$ cat config.mk
export PLATFORM = sky130hd
export DESIGN_NAME = relu_wb_seq_flat
export DESIGN_NICKNAME = d
export VERILOG_FILES = /design/src/rtl/relu_wb_if.sv /design/src/rtl/relu_wb_seq.sv /design/src/flat_wrapper.sv
export SDC_FILE = /design/constraint.sdc
export NUM_CORES = 1
export LEC_CHECK = 0
export CORE_UTILIZATION = 49
export CTS_BUF_LIST = sky130_fd_sc_hd__clkbuf_2 sky130_fd_sc_hd__clkbuf_4 sky130_fd_sc_hd__clkbuf_8
export CTS_CLUSTER_SIZE = 25
export DETAILED_ROUTE_END_ITERATION = 8
export PLACE_DENSITY = 0.89
export SYNTH_ARGS = -nofsm -noshare
export SYNTH_HDL_FRONTEND = slang
export SYNTH_SLANG_ARGS = --single-unit
$ cat constraint.sdc
create_clock -name clk -period 4.4 [get_ports clk]
set_input_delay 0.44 -clock clk [delete_from_list [all_inputs] [get_ports clk]]
set_output_delay 0.44 -clock clk [all_outputs]
set_load 0.005 [all_outputs]
$ cat src/rtl/relu_wb_if.sv
// Bundle of the ReLU write-back start, accumulator-read and memory-write signals.
// master = sequencer side, slave = EAI / accreg / memory side.
interface relu_wb_if;
    logic        relu_ren_st;
    logic [2:0]  relu_acc_id;
    logic [31:0] relu_base_addr;
    logic        acc_ren;
    logic [3:0]  acc_r_pe_id;
    logic [2:0]  acc_r_acc_id;
    logic [31:0] acc_rd;
    logic        mem_req_valid;
    logic        mem_req_ready;
    logic [31:0] mem_req_addr;
    logic [31:0] mem_req_wdata;
    logic        relu_busy;
    logic        relu_done;
    logic        relu_start_err;

    modport master (
        input  relu_ren_st, relu_acc_id, relu_base_addr, acc_rd, mem_req_ready,
        output acc_ren, acc_r_pe_id, acc_r_acc_id, mem_req_valid, mem_req_addr,
               mem_req_wdata, relu_busy, relu_done, relu_start_err
    );

    modport slave (
        output relu_ren_st, relu_acc_id, relu_base_addr, acc_rd, mem_req_ready,
        input  acc_ren, acc_r_pe_id, acc_r_acc_id, mem_req_valid, mem_req_addr,
               mem_req_wdata, relu_busy, relu_done, relu_start_err
    );
endinterface

$ cat src/rtl/relu_wb_seq.sv
// Sweeps one accumulator across all PEs, applies ReLU and writes each result to memory.
// state | meaning
// IDLE  | waiting for a start pulse
// RD    | accumulator read strobe for pe_idx
// CAP   | capture relu(acc_rd) into the write-data register
// WR    | hold the memory write until ready
// DONE  | one-cycle completion pulse
module relu_wb_seq #(
    parameter int PE_NUM      = 16,
    parameter int ADDR_STRIDE = 4
) (
    input  logic     clk,
    input  logic     rst,
    relu_wb_if.master bus
);

    typedef enum logic [2:0] {
        IDLE,
        RD,
        CAP,
        WR,
        DONE
    } state_t;

    localparam logic [3:0]  LAST_PE = 4'(PE_NUM - 1);
    localparam logic [31:0] STRIDE  = 32'(ADDR_STRIDE);

    state_t     state;
    logic [3:0] pe_idx;

    assign bus.acc_r_pe_id = pe_idx;

    always_ff @(posedge clk) begin
        if (rst) begin
            state              <= IDLE;
            pe_idx             <= '0;
            bus.acc_ren        <= 1'b0;
            bus.acc_r_acc_id   <= '0;
            bus.mem_req_valid  <= 1'b0;
            bus.mem_req_addr   <= '0;
            bus.mem_req_wdata  <= '0;
            bus.relu_busy      <= 1'b0;
            bus.relu_done      <= 1'b0;
            bus.relu_start_err <= 1'b0;
        end else begin
            // A start seen in any state but IDLE (DONE included) is a collision.
            bus.relu_start_err <= bus.relu_ren_st && (state != IDLE);

            case (state)
                IDLE: begin
                    if (bus.relu_ren_st) begin
                        bus.acc_r_acc_id <= bus.relu_acc_id;
                        bus.mem_req_addr <= bus.relu_base_addr;
                        pe_idx           <= '0;
                        bus.acc_ren      <= 1'b1;
                        bus.relu_busy    <= 1'b1;
                        state            <= RD;
                    end
                end
                RD: begin
                    bus.acc_ren <= 1'b0;
                    state       <= CAP;
                end
                CAP: begin
                    bus.mem_req_wdata <= bus.acc_rd[31] ? 32'd0 : bus.acc_rd;
                    bus.mem_req_valid <= 1'b1;
                    state             <= WR;
                end
                WR: begin
                    if (bus.mem_req_ready) begin
                        bus.mem_req_valid <= 1'b0;
                        if (pe_idx == LAST_PE) begin
                            bus.relu_done <= 1'b1;
                            state         <= DONE;
                        end else begin
                            // Running address instead of a multiply; wraps modulo 2^32.
                            pe_idx           <= pe_idx + 4'd1;
                            bus.mem_req_addr <= bus.mem_req_addr + STRIDE;
                            bus.acc_ren      <= 1'b1;
                            state            <= RD;
                        end
                    end
                end
                DONE: begin
                    bus.relu_done <= 1'b0;
                    bus.relu_busy <= 1'b0;
                    state         <= IDLE;
                end
                default: begin
                    bus.acc_ren       <= 1'b0;
                    bus.mem_req_valid <= 1'b0;
                    bus.relu_busy     <= 1'b0;
                    bus.relu_done     <= 1'b0;
                    state             <= IDLE;
                end
            endcase
        end
    end

endmodule

$ cat src/flat_wrapper.sv
// flat-port wrapper written by rule: the top's interface ports become plain ports
module relu_wb_seq_flat 
#(
    parameter int PE_NUM      = 16,
    parameter int ADDR_STRIDE = 4
)
  (clk, rst, bus_relu_ren_st, bus_relu_acc_id, bus_relu_base_addr, bus_acc_rd, bus_mem_req_ready, bus_acc_ren, bus_acc_r_pe_id, bus_acc_r_acc_id, bus_mem_req_valid, bus_mem_req_addr, bus_mem_req_wdata, bus_relu_busy, bus_relu_done, bus_relu_start_err);
  relu_wb_if bus_i ();
  input  logic clk;
  input  logic rst;
  input wire logic [$bits(bus_i.relu_ren_st)-1:0] bus_relu_ren_st;
  input wire logic [$bits(bus_i.relu_acc_id)-1:0] bus_relu_acc_id;
  input wire logic [$bits(bus_i.relu_base_addr)-1:0] bus_relu_base_addr;
  input wire logic [$bits(bus_i.acc_rd)-1:0] bus_acc_rd;
  input wire logic [$bits(bus_i.mem_req_ready)-1:0] bus_mem_req_ready;
  output wire logic [$bits(bus_i.acc_ren)-1:0] bus_acc_ren;
  output wire logic [$bits(bus_i.acc_r_pe_id)-1:0] bus_acc_r_pe_id;
  output wire logic [$bits(bus_i.acc_r_acc_id)-1:0] bus_acc_r_acc_id;
  output wire logic [$bits(bus_i.mem_req_valid)-1:0] bus_mem_req_valid;
  output wire logic [$bits(bus_i.mem_req_addr)-1:0] bus_mem_req_addr;
  output wire logic [$bits(bus_i.mem_req_wdata)-1:0] bus_mem_req_wdata;
  output wire logic [$bits(bus_i.relu_busy)-1:0] bus_relu_busy;
  output wire logic [$bits(bus_i.relu_done)-1:0] bus_relu_done;
  output wire logic [$bits(bus_i.relu_start_err)-1:0] bus_relu_start_err;
  assign bus_i.relu_ren_st = bus_relu_ren_st;
  assign bus_i.relu_acc_id = bus_relu_acc_id;
  assign bus_i.relu_base_addr = bus_relu_base_addr;
  assign bus_i.acc_rd = bus_acc_rd;
  assign bus_i.mem_req_ready = bus_mem_req_ready;
  assign bus_acc_ren = bus_i.acc_ren;
  assign bus_acc_r_pe_id = bus_i.acc_r_pe_id;
  assign bus_acc_r_acc_id = bus_i.acc_r_acc_id;
  assign bus_mem_req_valid = bus_i.mem_req_valid;
  assign bus_mem_req_addr = bus_i.mem_req_addr;
  assign bus_mem_req_wdata = bus_i.mem_req_wdata;
  assign bus_relu_busy = bus_i.relu_busy;
  assign bus_relu_done = bus_i.relu_done;
  assign bus_relu_start_err = bus_i.relu_start_err;
  relu_wb_seq #(.PE_NUM(PE_NUM), .ADDR_STRIDE(ADDR_STRIDE)) u_core (.clk(clk), .rst(rst), .bus(bus_i));
endmodule
==> impl_metrics.tcl <==
set metrics [dict create \
    status "complete, no violations" \
    cts_max_path_buffers 2 \
    initial_core_util_pct 51.7 \
    synth-seq-cells 78 \
    vias_per_cell 6.05 \
    synth_simple_gate_area_share_pct 31.2 \
    routedWlPerCell_um 16.8 \
    ctsHoldBuffers 0 \
    n_fill_cell 572 \
    ys_seq_area_share_pct 40.7 \
    die_area_um2 8180 \
    synth_edf_count 0 \
    synthDistinctLibCells 53 \
    clk_latency_ps 350 \
    finalCritPeriodShare_pct 61.3 \
    synth_top_area_share_pct 40.7 \
    synth_top_family_by_area "simple AND/OR/NAND/NOR gates" \
    crit_type "reg -> reg" \
    worst_hold_path_type "reg -> reg" \
    synthAdderAreaFrac_pct 0.653 \
    maxCapViolations 0 \
    cts.reportedPaths.clkPinSlew_ps 90 \
    path_cells "nand3b_1, buf_4, nor2_1, nand4_1, a21o_1, a21oi_1" \
    worst_path_max_delay_cell "nand3b_1" \
    ir_drop_mv 0.185 \
    cp_max_fo 34 \
    crit_path_max_incr_delay_ps 910 \
    fin_skew_ps 14.5 \
    grt_setup_unrepaired "no" \
    drive_above_1_share_pct 4.88 \
    tightest_slew_ps 1250 \
    dr.pass1.iters 5 \
    synth.area.top_cells "dfxtp_1 (41%), a21oi_1 (9.5%), nand2_1 (7.4%), nand3b_1 (6.5%), nand3_1 (3.0%)" \
    core-area_um2 7410 \
    via_count 4320 \
    diodes 0 \
    dp_hpwl_um 8200 \
    setup_viol 0 \
    routed_wl_um 12000 \
    portBuffers 145 \
    final_nets 683 \
    cp_data_required_time_ps 4690 \
    multi_input_area_um2 2090 \
    power_density_nw_per_um2 313 \
    final_core_util_pct 73.8 \
    synthCells 489 \
    rows 31 \
    syn_avg_cell_area_um2 7.84 \
    final_cell_mix "clkdlybuf4s50_1 (144), dfxtp_1 (78), nand2_1 (76), a21oi_1 (73), nand3b_1 (33)" \
    h-tree-depth 3 \
    cts_sinks 78 \
    startpoint_type "register" \
    period_needed_ps 2700 \
    hold_slack_ps 454 \
    ys_warn_count 0 \
    cts_resized 0 \
    muxShareOfSynthArea_pct 1.08 \
    die_w_um 90.4 \
    cts_setup_buffers 0 \
    synth_top_cell_by_area "dfxtp_1" \
    grt_pass1_vias 3935 \
    total_power_mw 1.71 \
    place_congestion 0.877 \
    grt_remaining_overflow 0 \
    cts_root_buf "clkbuf_8" \
    synth_area_um2 3830 \
    drc 0 \
    ioPinCount 147 \
    crit_path_end_kind "register" \
    seqCellArea_um2 1560 \
    syn_to_final_growth_pct 42.7 \
    p_leak_nw 1.87 \
    grt_antenna_before_repair 0 \
    async_flop_share_pct 0 \
    grt_pass1_wl_um 19000 \
    synth_nets 562 \
    grt_max_degree 51 \
    arrival_ps 2980 \
    cts_tree "built" \
    final.setup.tns_ps 0 \
    maxSlewViolCount 0 \
    cts_buffers 9 \
    grt_util_all_layers_pct 28.5 \
    hold_viol 0 \
    postRouteAntennaNets 0 \
    synth-compound-area-share_pct 20.8 \
    final_common_cell "clkdlybuf4s50_1" \
    fmax_mhz 371 \
    synthXorXnorAreaFrac_pct 0.686 \
    relSlewSlack_pct 16.2 \
    die_h_um 90.4 \
    first_iter_violations 426 \
    ys.flop_type "dfxtp_1" \
]
[per-layer routing]
| layer | wire length, um | track usage, % | vias up |
|---|---|---|---|
| met5 | 0 | 0 | - |
| met4 | 379 | 12.6 | 0 |
| met3 | 899 | 4.80 | 38 |
| met2 | 5850 | 47.7 | 243 |
| met1 | 4870 | 36.0 | 2041 |
| li1 | - | - | 1998 |
[cell type report]
| type | count | share of cell area [%] |
|---|---|---|
| clock buffer | 10 | 2.40 |
| clock inverter | 6 | 1.58 |
| inverter | 1 | 0.0686 |
| multi-input combinational | 372 | 38.3 |
| sequential | 78 | 28.6 |
| tap | 99 | 2.26 |
| timing repair buffer | 148 | 26.9 |
[state kept, by name (all words and copies together), names as in the netlist]
register / count
u_core.bus.acc_r_acc_id: 3
u_core.bus.acc_ren: 1
u_core.bus.mem_req_wdata: 31
u_core.bus.relu_start_err: 1
u_core.bus.relu_busy: 1
u_core.state: 3
u_core.bus.acc_r_pe_id: 4
u_core.bus.mem_req_addr: 32
u_core.bus.mem_req_valid: 1
u_core.bus.relu_done: 1
[power by group]
group	total (mW)	internal, mW	leakage (nW)	switching [mW]
Sequential	0.797	0.746	0.636	0.0509
Combinational	0.317	0.177	1.12	0.140
Clock	0.599	0.325	0.110	0.273
[worst max-delay path: cells and delay by family, from the launching register on]
kind / cells / cell delay [ps]
buffers and inverters: 1 / 560
AOI/OAI and AO/OA: 2 / 350
and+or+nand+nor: 3 / 1170
DFF: 1 / 540
[synth_stat cells, drive strengths merged (6+ instances only)]
library cell and instances:
nand3 23, clkbuf 30, buf 8, a31oi 7, nand4 11, nand2 76, a21oi 73, nand3b 33
and3 11, dfxtp 78, or3 6, nor4 8, nor2 26, nor3 14, o21ai 20
[path summary, 6_finish.rpt]
kind,start,end,slack [ps],depth (start not counted)
max,u_core.state[0],u_core.bus.mem_req_addr[27],1700,6
min,u_core.bus.mem_req_wdata[26],u_core.bus.mem_req_wdata[26],450,2
max reg2reg,u_core.state[0],u_core.bus.mem_req_addr[27],1700,6
min reg2reg,u_core.bus.mem_req_wdata[26],u_core.bus.mem_req_wdata[26],450,2
[through the flow]
stage / cells / setup slack (ps) / cell area, um^2
floorplan: 489 / 2480 / 3830
global placement: 698 / 1760 / 5250
detailed placement: 698 / 1680 / 5250
CTS: 714 / 1830 / 5470
global route: 714 / 1580 / 5470
finish: 714 / 1700 / 5470
[cells by family after synthesis]
group | after synthesis
xor+xnor | 3
other cells | 1
compound gates | 133
simple gates | 229
mux | 4
flops | 78
buf+inv | 39
fa+ha+maj | 2
No activity file was read; power rests on OpenSTA's default activity.
